$ cat src/rtl/n2r_feed_ctrl.sv
// n2r_feed_ctrl: sequences row reads into n2r_buffer_i, then counts slice_done pulses until the matrix drains
// Ports:
//   clk, rst_n              clock, synchronous active-low reset
//   start, abort, base_addr pass control; base_addr latched on accepted start
//   rd_en, rd_addr          row-memory read strobe and address (1-cycle read latency)
//   buf_en, buf_row_valid   buffer enable and row qualifier (rd_en delayed one cycle)
//   buf_slice_done          one pulse per output slice from the buffer
//   slice_cnt, busy, done   pass progress and status
//   err_timeout             sticky drain timeout flag
module n2r_feed_ctrl #(
  parameter int ROW        = 8,
  parameter int COL        = 6,
  parameter int CHUNK_SIZE = 4,
  parameter int NUM_CORES  = 2,
  parameter int ADDR_W     = 10,
  parameter int TIMEOUT    = 64,
  localparam int NUM_SLICES = ROW * COL / (CHUNK_SIZE * NUM_CORES),
  localparam int SC_W       = $clog2(NUM_SLICES + 1)
) (
  input  logic              clk,
  input  logic              rst_n,
  input  logic              start,
  input  logic              abort,
  input  logic [ADDR_W-1:0] base_addr,
  output logic              rd_en,
  output logic [ADDR_W-1:0] rd_addr,
  output logic              buf_en,
  output logic              buf_row_valid,
  input  logic              buf_slice_done,
  output logic [SC_W-1:0]   slice_cnt,
  output logic              busy,
  output logic              done,
  output logic              err_timeout
);
  localparam int RW = (ROW > 1) ? $clog2(ROW) : 1;
  localparam int IW = $clog2(TIMEOUT + 1);
  localparam logic [RW-1:0]   ROW_LAST = RW'(ROW - 1);
  localparam logic [SC_W-1:0] NS_C     = SC_W'(NUM_SLICES);
  localparam logic [IW-1:0]   TO_C     = IW'(TIMEOUT);
  typedef enum logic [1:0] {IDLE, FEED, DRAIN, DONE} state_t;
  state_t            state_q, state_d;
  logic [RW-1:0]     row_cnt_q, row_cnt_d;
  logic [ADDR_W-1:0] rd_addr_q, rd_addr_d;
  logic [SC_W-1:0]   slice_cnt_q, slice_cnt_d;
  logic [IW-1:0]     idle_q, idle_d;
  logic              rd_en_q, rd_en_d;
  logic              buf_en_q, buf_en_d;
  logic              row_valid_q, row_valid_d;
  logic              busy_q, busy_d;
  logic              done_q, done_d;
  logic              err_q, err_d;
  logic              active, slice_inc;
  assign active    = (state_q == FEED) || (state_q == DRAIN);
  // Slices are only counted mid-pass, saturate at NUM_SLICES, and abort suppresses them.
  assign slice_inc = buf_slice_done && active && (slice_cnt_q != NS_C) && !abort;
  always_comb begin
    state_d     = state_q;
    row_cnt_d   = row_cnt_q;
    rd_addr_d   = rd_addr_q;
    rd_en_d     = 1'b0;
    idle_d      = idle_q;
    err_d       = err_q;
    slice_cnt_d = slice_inc ? slice_cnt_q + 1'b1 : slice_cnt_q;
    case (state_q)
      IDLE: if (start && !abort) begin
        state_d     = FEED;
        rd_en_d     = 1'b1;
        rd_addr_d   = base_addr;
        row_cnt_d   = '0;
        slice_cnt_d = '0;
        err_d       = 1'b0;
      end
      FEED: if (row_cnt_q == ROW_LAST) begin
        state_d = DRAIN;
        idle_d  = '0;
      end else begin
        rd_en_d   = 1'b1;
        row_cnt_d = row_cnt_q + 1'b1;
        rd_addr_d = rd_addr_q + 1'b1;
      end
      DRAIN: begin
        idle_d = buf_slice_done ? '0 : idle_q + 1'b1;
        // A matrix completed during FEED finishes here, after the last row has been qualified.
        if (slice_cnt_d == NS_C) state_d = DONE;
        else if (idle_d == TO_C) begin
          state_d = DONE;
          err_d   = 1'b1;
        end
      end
      default: state_d = IDLE;
    endcase
    if (abort && state_q != IDLE) begin
      state_d = IDLE;
      rd_en_d = 1'b0;
    end
    busy_d      = state_d != IDLE;
    done_d      = state_d == DONE;
    row_valid_d = rd_en_q && !abort;
    buf_en_d    = ((state_d == FEED) || (state_d == DRAIN)) && (rd_en_q || buf_en_q);
  end
  always_ff @(posedge clk) begin
    if (!rst_n) begin
      state_q     <= IDLE;
      row_cnt_q   <= '0;
      rd_addr_q   <= '0;
      slice_cnt_q <= '0;
      idle_q      <= '0;
      rd_en_q     <= 1'b0;
      buf_en_q    <= 1'b0;
      row_valid_q <= 1'b0;
      busy_q      <= 1'b0;
      done_q      <= 1'b0;
      err_q       <= 1'b0;
    end else begin
      state_q     <= state_d;
      row_cnt_q   <= row_cnt_d;
      rd_addr_q   <= rd_addr_d;
      slice_cnt_q <= slice_cnt_d;
      idle_q      <= idle_d;
      rd_en_q     <= rd_en_d;
      buf_en_q    <= buf_en_d;
      row_valid_q <= row_valid_d;
      busy_q      <= busy_d;
      done_q      <= done_d;
      err_q       <= err_d;
    end
  end
  assign rd_en         = rd_en_q;
  assign rd_addr       = rd_addr_q;
  assign buf_en        = buf_en_q;
  assign buf_row_valid = row_valid_q;
  assign slice_cnt     = slice_cnt_q;
  assign busy          = busy_q;
  assign done          = done_q;
  assign err_timeout   = err_q;
endmodule

$ cat config.mk
export PLATFORM = sky130hd
export DESIGN_NAME = n2r_feed_ctrl
export DESIGN_NICKNAME = d
export VERILOG_FILES = /design/src/rtl/n2r_feed_ctrl.sv
export SDC_FILE = /design/constraint.sdc
export NUM_CORES = 1
export LEC_CHECK = 0
export ABC_AREA = 1
export BUFFER_PORTS_ARGS = -buffer_cell sky130_fd_sc_hd__buf_4
export CAP_MARGIN = 20
export CORE_ASPECT_RATIO = 1.25
export CORE_UTILIZATION = 55
export DETAILED_ROUTE_END_ITERATION = 7
export GPL_ROUTABILITY_DRIVEN = 0
export PLACE_DENSITY = 0.75
export SETUP_SLACK_MARGIN = 0.5
export SLEW_MARGIN = 15
export SYNTH_ARGS = -nofsm -noshare
export SYNTH_HDL_FRONTEND = slang
export SYNTH_SLANG_ARGS = --single-unit
$ cat constraint.sdc
create_clock -name clk -period 2.7 [get_ports clk]
set_input_delay 0.54 -clock clk [delete_from_list [all_inputs] [get_ports clk]]
set_output_delay 0.54 -clock clk [all_outputs]
set_load 0.03 [all_outputs]
## Word-level counts from Yosys, hierarchy flattened

Cells that the tools add are included.

- Register bits after elaboration: 31
- Bits of input ports: 15
- Output and inout port bits: 19
- Word-level logic and storage cells: 76

- Add/sub/neg operators: 4
- Equality and inequality tests: 14
- Mux-type cells: 25
- Bitwise gates (word level): 1
- Reductions and logical operators: 21

Operators with widths:

| operator | number |
|---|---|
| $mux W10 | 2 |
| $pmux W10 S2 | 1 |
| $mux W3 | 5 |
| $mux W7 | 2 |
| $pmux W7 S2 | 1 |
| $add A10 B1 Y10 const B | 1 |
| $mux W2 | 5 |
| $reduce_bool A2 Y1 | 5 |
| $add A7 B1 Y7 const B | 1 |
| $eq A7 B7 Y1 const B | 1 |
| $logic_and A1 B1 Y1 | 7 |
| $add A3 B1 Y3 const B | 2 |
| $eq A2 B2 Y1 const B | 3 |
| $eq A3 B3 Y1 const B | 2 |
| $ne A2 B2 Y1 const B | 3 |
| $pmux W2 S3 | 1 |
| $pmux W3 S2 | 1 |
| $mux W1 | 5 |
| $eq A2 B1 Y1 const B | 2 |
| $ne A2 B1 Y1 const B | 2 |
| $pmux W1 S2 | 2 |
| $reduce_and A4 Y1 | 1 |
| $logic_or A1 B1 Y1 | 3 |
| $ne A3 B3 Y1 const B | 1 |
| 6 further kinds | 6 |

## Logic depth before layout (Yosys ltp)

- Depth in word-level cells: 13
- Depth in mapped cells: 17
- Gate-level depth less buffers: 17

## Worst setup path before layout

OpenSTA, ideal clock, no wires.

- Kind: reg2reg
- Start: register slice_cnt_q[0], in the netlist slice_cnt[0]
- End: register buf_en_q, in the netlist buf_en
- Library setup time: 0.129 ns
- Arrival: 1.922 ns
- Required time: 2.571 ns
- Path slack: 0.649 ns
- Cell stages (with the launch flop): 16
- Path buffers: 0
- Clock period less this slack: 2.051 ns
- Path through: dfxtp_1 inv_1 ha_1 nand2_1 nand3_2 nand2_1 nand2_1 nor2_1 a21oi_2 nand2_1 nand2_1 nand2_1 nand2_2 ha_1 o21ai_0 nor2_1

- Longest elaborated chain between the ends: 11
- Elaborated cells between the ends (all ways): 13
- Classes of those cells: add/sub: 1; eq/ne: 4; mux: 4; reduce/logical: 4

RTL lines:

| what | RTL line | RTL |
|---|---|---|
| start, declared | 44 | `logic [SC_W-1:0] slice_cnt_q, slice_cnt_d;` |
| start signal, assigned | 118 | `slice_cnt_q <= slice_cnt_d;` |
| parallel branches: the longest is 3 deep, another holds $add A3 B1 Y3 | n/a |  |
| $mux W3 (*) | 63 | `slice_cnt_d = slice_inc ? slice_cnt_q + 1'b1 : slice_cnt_q;` |
| $eq A3 B3 Y1 (*) | 84 | `if (slice_cnt_d == NS_C) state_d = DONE;` |
| $mux W2 (*) | 84 |  |
| $pmux W2 S3 (*) | 64 | `case (state_q)` |
| $mux W2 (*) | 92 | `if (abort && state_q != IDLE) begin` |
| $eq A2 B1 Y1 / $eq A2 B2 Y1 (equally long branches) | 99 | `buf_en_d = ((state_d == FEED) \|\| (state_d == DRAIN)) && (rd_en_q \|\| buf_en_q);` |
| $logic_or A1 B1 Y1 (*) | 99 |  |
| $logic_and A1 B1 Y1 (*) | 99 |  |
| end signal, assigned | 121 | `buf_en_q <= buf_en_d;` |
| end, declared | 47 | `logic buf_en_q, buf_en_d;` |

Every way passes the cells marked *.
A chain may end at the register's enable or synchronous reset.

## Final worst setup path

- Start: register state_q[1]
- End: register buf_en_q, in the netlist buf_en

- Longest elaborated chain between the ends: 13
- Elaborated cells between the ends (all ways): 21
- Classes of those cells: eq/ne: 5; mux: 7; reduce/logical: 9

RTL lines:

| what | RTL line | RTL |
|---|---|---|
| start, declared | 41 | `state_t state_q, state_d;` |
| start signal, assigned | 115 | `state_q <= state_d;` |
| $eq A2 B1 Y1 / $eq A2 B2 Y1 (equally long branches) | 53, 64 |  |
| $logic_or A1 B1 Y1 | 53 | `assign active = (state_q == FEED) \|\| (state_q == DRAIN);` |
| $logic_and A1 B1 Y1 (3 in series) | 55 | `assign slice_inc = buf_slice_done && active && (slice_cnt_q != NS_C) && !abort;` |
| $mux W3 | 63 |  |
| $eq A3 B3 Y1 | 84 |  |
| $mux W2 | 84 |  |
| $pmux W2 S3 | 64 |  |
| $mux W2 (*) | 92 |  |
| $eq A2 B1 Y1 / $eq A2 B2 Y1 (equally long branches) | 99 |  |
| $logic_or A1 B1 Y1 (*) | 99 |  |
| $logic_and A1 B1 Y1 (*) | 99 |  |

Mark *: on every way between the ends. The rest lies on a longest branch, timed or not.

==> impl_metrics.ini <==
[run_status]
outcome = finished clean

[clocking]
cts-buffers-inserted = 5
clockBufferDepth = 2
insertion_delay_ns = 0.33
cts_sinks = 31
clockRootBuffer = clkbuf_4
cts_tree = done
clkSlewWorstSetupHoldPaths_ns = 0.09
cts.hold.buffers_added = 0
htree_levels = 2

[layout]
fin_nets = 326
drive_above_1_share_pct = 23.15
area_growth_pct = 20.83
final_util_pct = 71.85
diodes = 0

[setup_path]
critPathArrivalTime_ns = 2.20
crit_type = flip-flop to flip-flop
start_kind = flip-flop
cp.required_ns = 2.90
worstPathMaxFanout = 5
cp-end-kind = flip-flop

[yosys]
synth_nets = 290
syn_avg_cell_area_um2 = 6.810
synth.area.top_cells = dfxtp_1, nand2_1, ha_1
yosysTopAreaCellShare_pct = 34.78
ys_warn_count = 0
ys_dominant_reg_cell = dfxtp_1
synthArstFlopShare_pct = 0
yosys.cell_count.top_type = nand2_1
seq_area_frac_synth_pct = 34.78
yosysTopAreaCell = dfxtp_1
synth_edf_count = 0
syn_area_um2 = 1784
syn_inst = 262
synth_cell_types = 25
ys_top_cells_by_count = nand2_1, nor2_1, dfxtp_1
ys_ff_latch = 31

[power]
leakage_nw = 0.9749
ir_worst_vdd_mv = 0.3712
p_per_area_nw_per_um2 = 466.4

[flow_run]
maxCapViolations = 0

[sta]
rsz0062_at_grt = no
period_minus_slack_ns = 1.997
drv_slew = 0
timing.fmax_mhz = 500.8
clock_skew_ns = 0.004114
relSlewSlack_pct = 54.02
period_share_pct = 73.96
tightest_slew_ns = 0.6890
hold_viol = 0
setup_ws_ns = 0.7030
setup_violations = 0
tns_ns = 0

[place]
pre_cts_ws_ns = 0.5625
dp_hpwl_mm = 2.720
numPortBuffers = 33

[detailed_routing]
antenna_left = 0
drc = 0
drt_wl_total_mm = 3.724
vias = 1751
dr.pass1.iters = 4
drt_iter0_markers = 47
wl_per_cell_um = 11.15
via_per_inst = 5.243

[floorplan]
ios = 34
dieHeight_um = 65.68
dieArea_um2 = 3477
core_um2 = 3000
start_util_pct = 59.47
die_x_um = 52.95
rows = 22

[global_route]
grt_max_degree = 22
grt_overflow = 0
antenna_found_initial = 0
grt_pass1_vias = 1602
grt_usage_pct = 24.87
grt_pass1_wl_mm = 6.458

[worst_hold_path]
hp-class = input port to flip-flop
==> registers in the layout, summed over array words and instances, names as in the netlist, 2 cells and up <==
register,flops
state_q,2
row_cnt_q,3
slice_cnt,3
rd_addr,10
idle_q,7
==> what timing repair did <==
action	4_1_cts	5_1_grt
resized for setup	0	12
setup endpoints to repair	0	3
setup buffers	0	1
==> logic make-up after synthesis <==
group,after synthesis,synth area share (%)
AOI/OAI and AO/OA,53,16.48
xor gates and xnor gates,3,1.473
adders and majority gates,13,9.117
buffers and inverters,40,8.695
DFF,31,34.78
and+or+nand+nor,122,29.45
==> critical path, cell delays in order, from the launching register on <==
cell,delay [ns]
dfxtp_4,0.38
inv_1,0.08
ha_4,0.27
nand2_1,0.05
clkinv_1,0.05
nand3_2,0.07
nand2_1,0.07
nand2_1,0.08
nor2_2,0.14
a21oi_2,0.06
nand2_1,0.05
nand2_1,0.04
nand2_1,0.06
nand2_2,0.07
ha_1,0.30
o21ai_2,0.06
nor2_1,0.04
==> cell usage in the layout, fill, tap and decap left out, types with 4 or more instances in the layout <==
| cell | count |
|---|---|
| nand4_1 | 6 |
| inv_2 | 5 |
| nand2_1 | 56 |
| nor2_1 | 35 |
| buf_4 | 36 |
| o21ai_0 | 16 |
| ha_1 | 12 |
| clkbuf_4 | 5 |
| a21oi_1 | 25 |
| nand2_2 | 4 |
| dfxtp_1 | 27 |
| inv_1 | 27 |
| nand3_1 | 12 |
| nor2_2 | 7 |
==> per-layer routing <==
layer	GRT usage, %	vias up	wire length [um]
li1	-	926	-
met1	28.10	780	1698
met2	44.15	41	1828
met3	6.019	4	157
met4	8.553	0	40
met5	0	-	0
==> per-stage QoR <==
| step | hold WS [ns] | cell area [um^2] | power [mW] | instances |
|---|---|---|---|---|
| final | 0.3700 | 2156 | 1.005 | 334 |
| after global routing | 0.3583 | 2156 | 1.067 | 334 |
| after CTS | 0.3585 | 2117 | 1.011 | 333 |
| after detailed placement | 0.4444 | 2061 | 0.7354 | 326 |
| after global placement | 0.4372 | 2061 | 0.7343 | 326 |
| after floorplan | 0.4482 | 1784 | 0.6609 | 262 |
==> worst paths after layout <==
path	depth (start not counted)	start	slack (ns)	end
max	16	state_q[1]	0.70	buf_en
min	2	abort	0.37	buf_row_valid
max reg2reg	16	state_q[1]	0.70	buf_en
min reg2reg	2	err_timeout	0.46	err_timeout
==> report_power, final <==
part	total [mW]	internal, mW	switching (mW)
registers	0.505	0.479	0.0261
clock network	0.276	0.120	0.155
logic	0.225	0.0873	0.137
==> cell type report <==
cell class	instances	area, um^2
clock buffers	6	51.30
clock inverters	1	5.005
fillers	285	844.6
inverters	33	123.9
multi-input cells	191	1027
flip-flops and latches	31	633.1
well taps	36	45.04
repair buffers	36	270.3
Note: power is estimated with default switching activity, not from simulation.
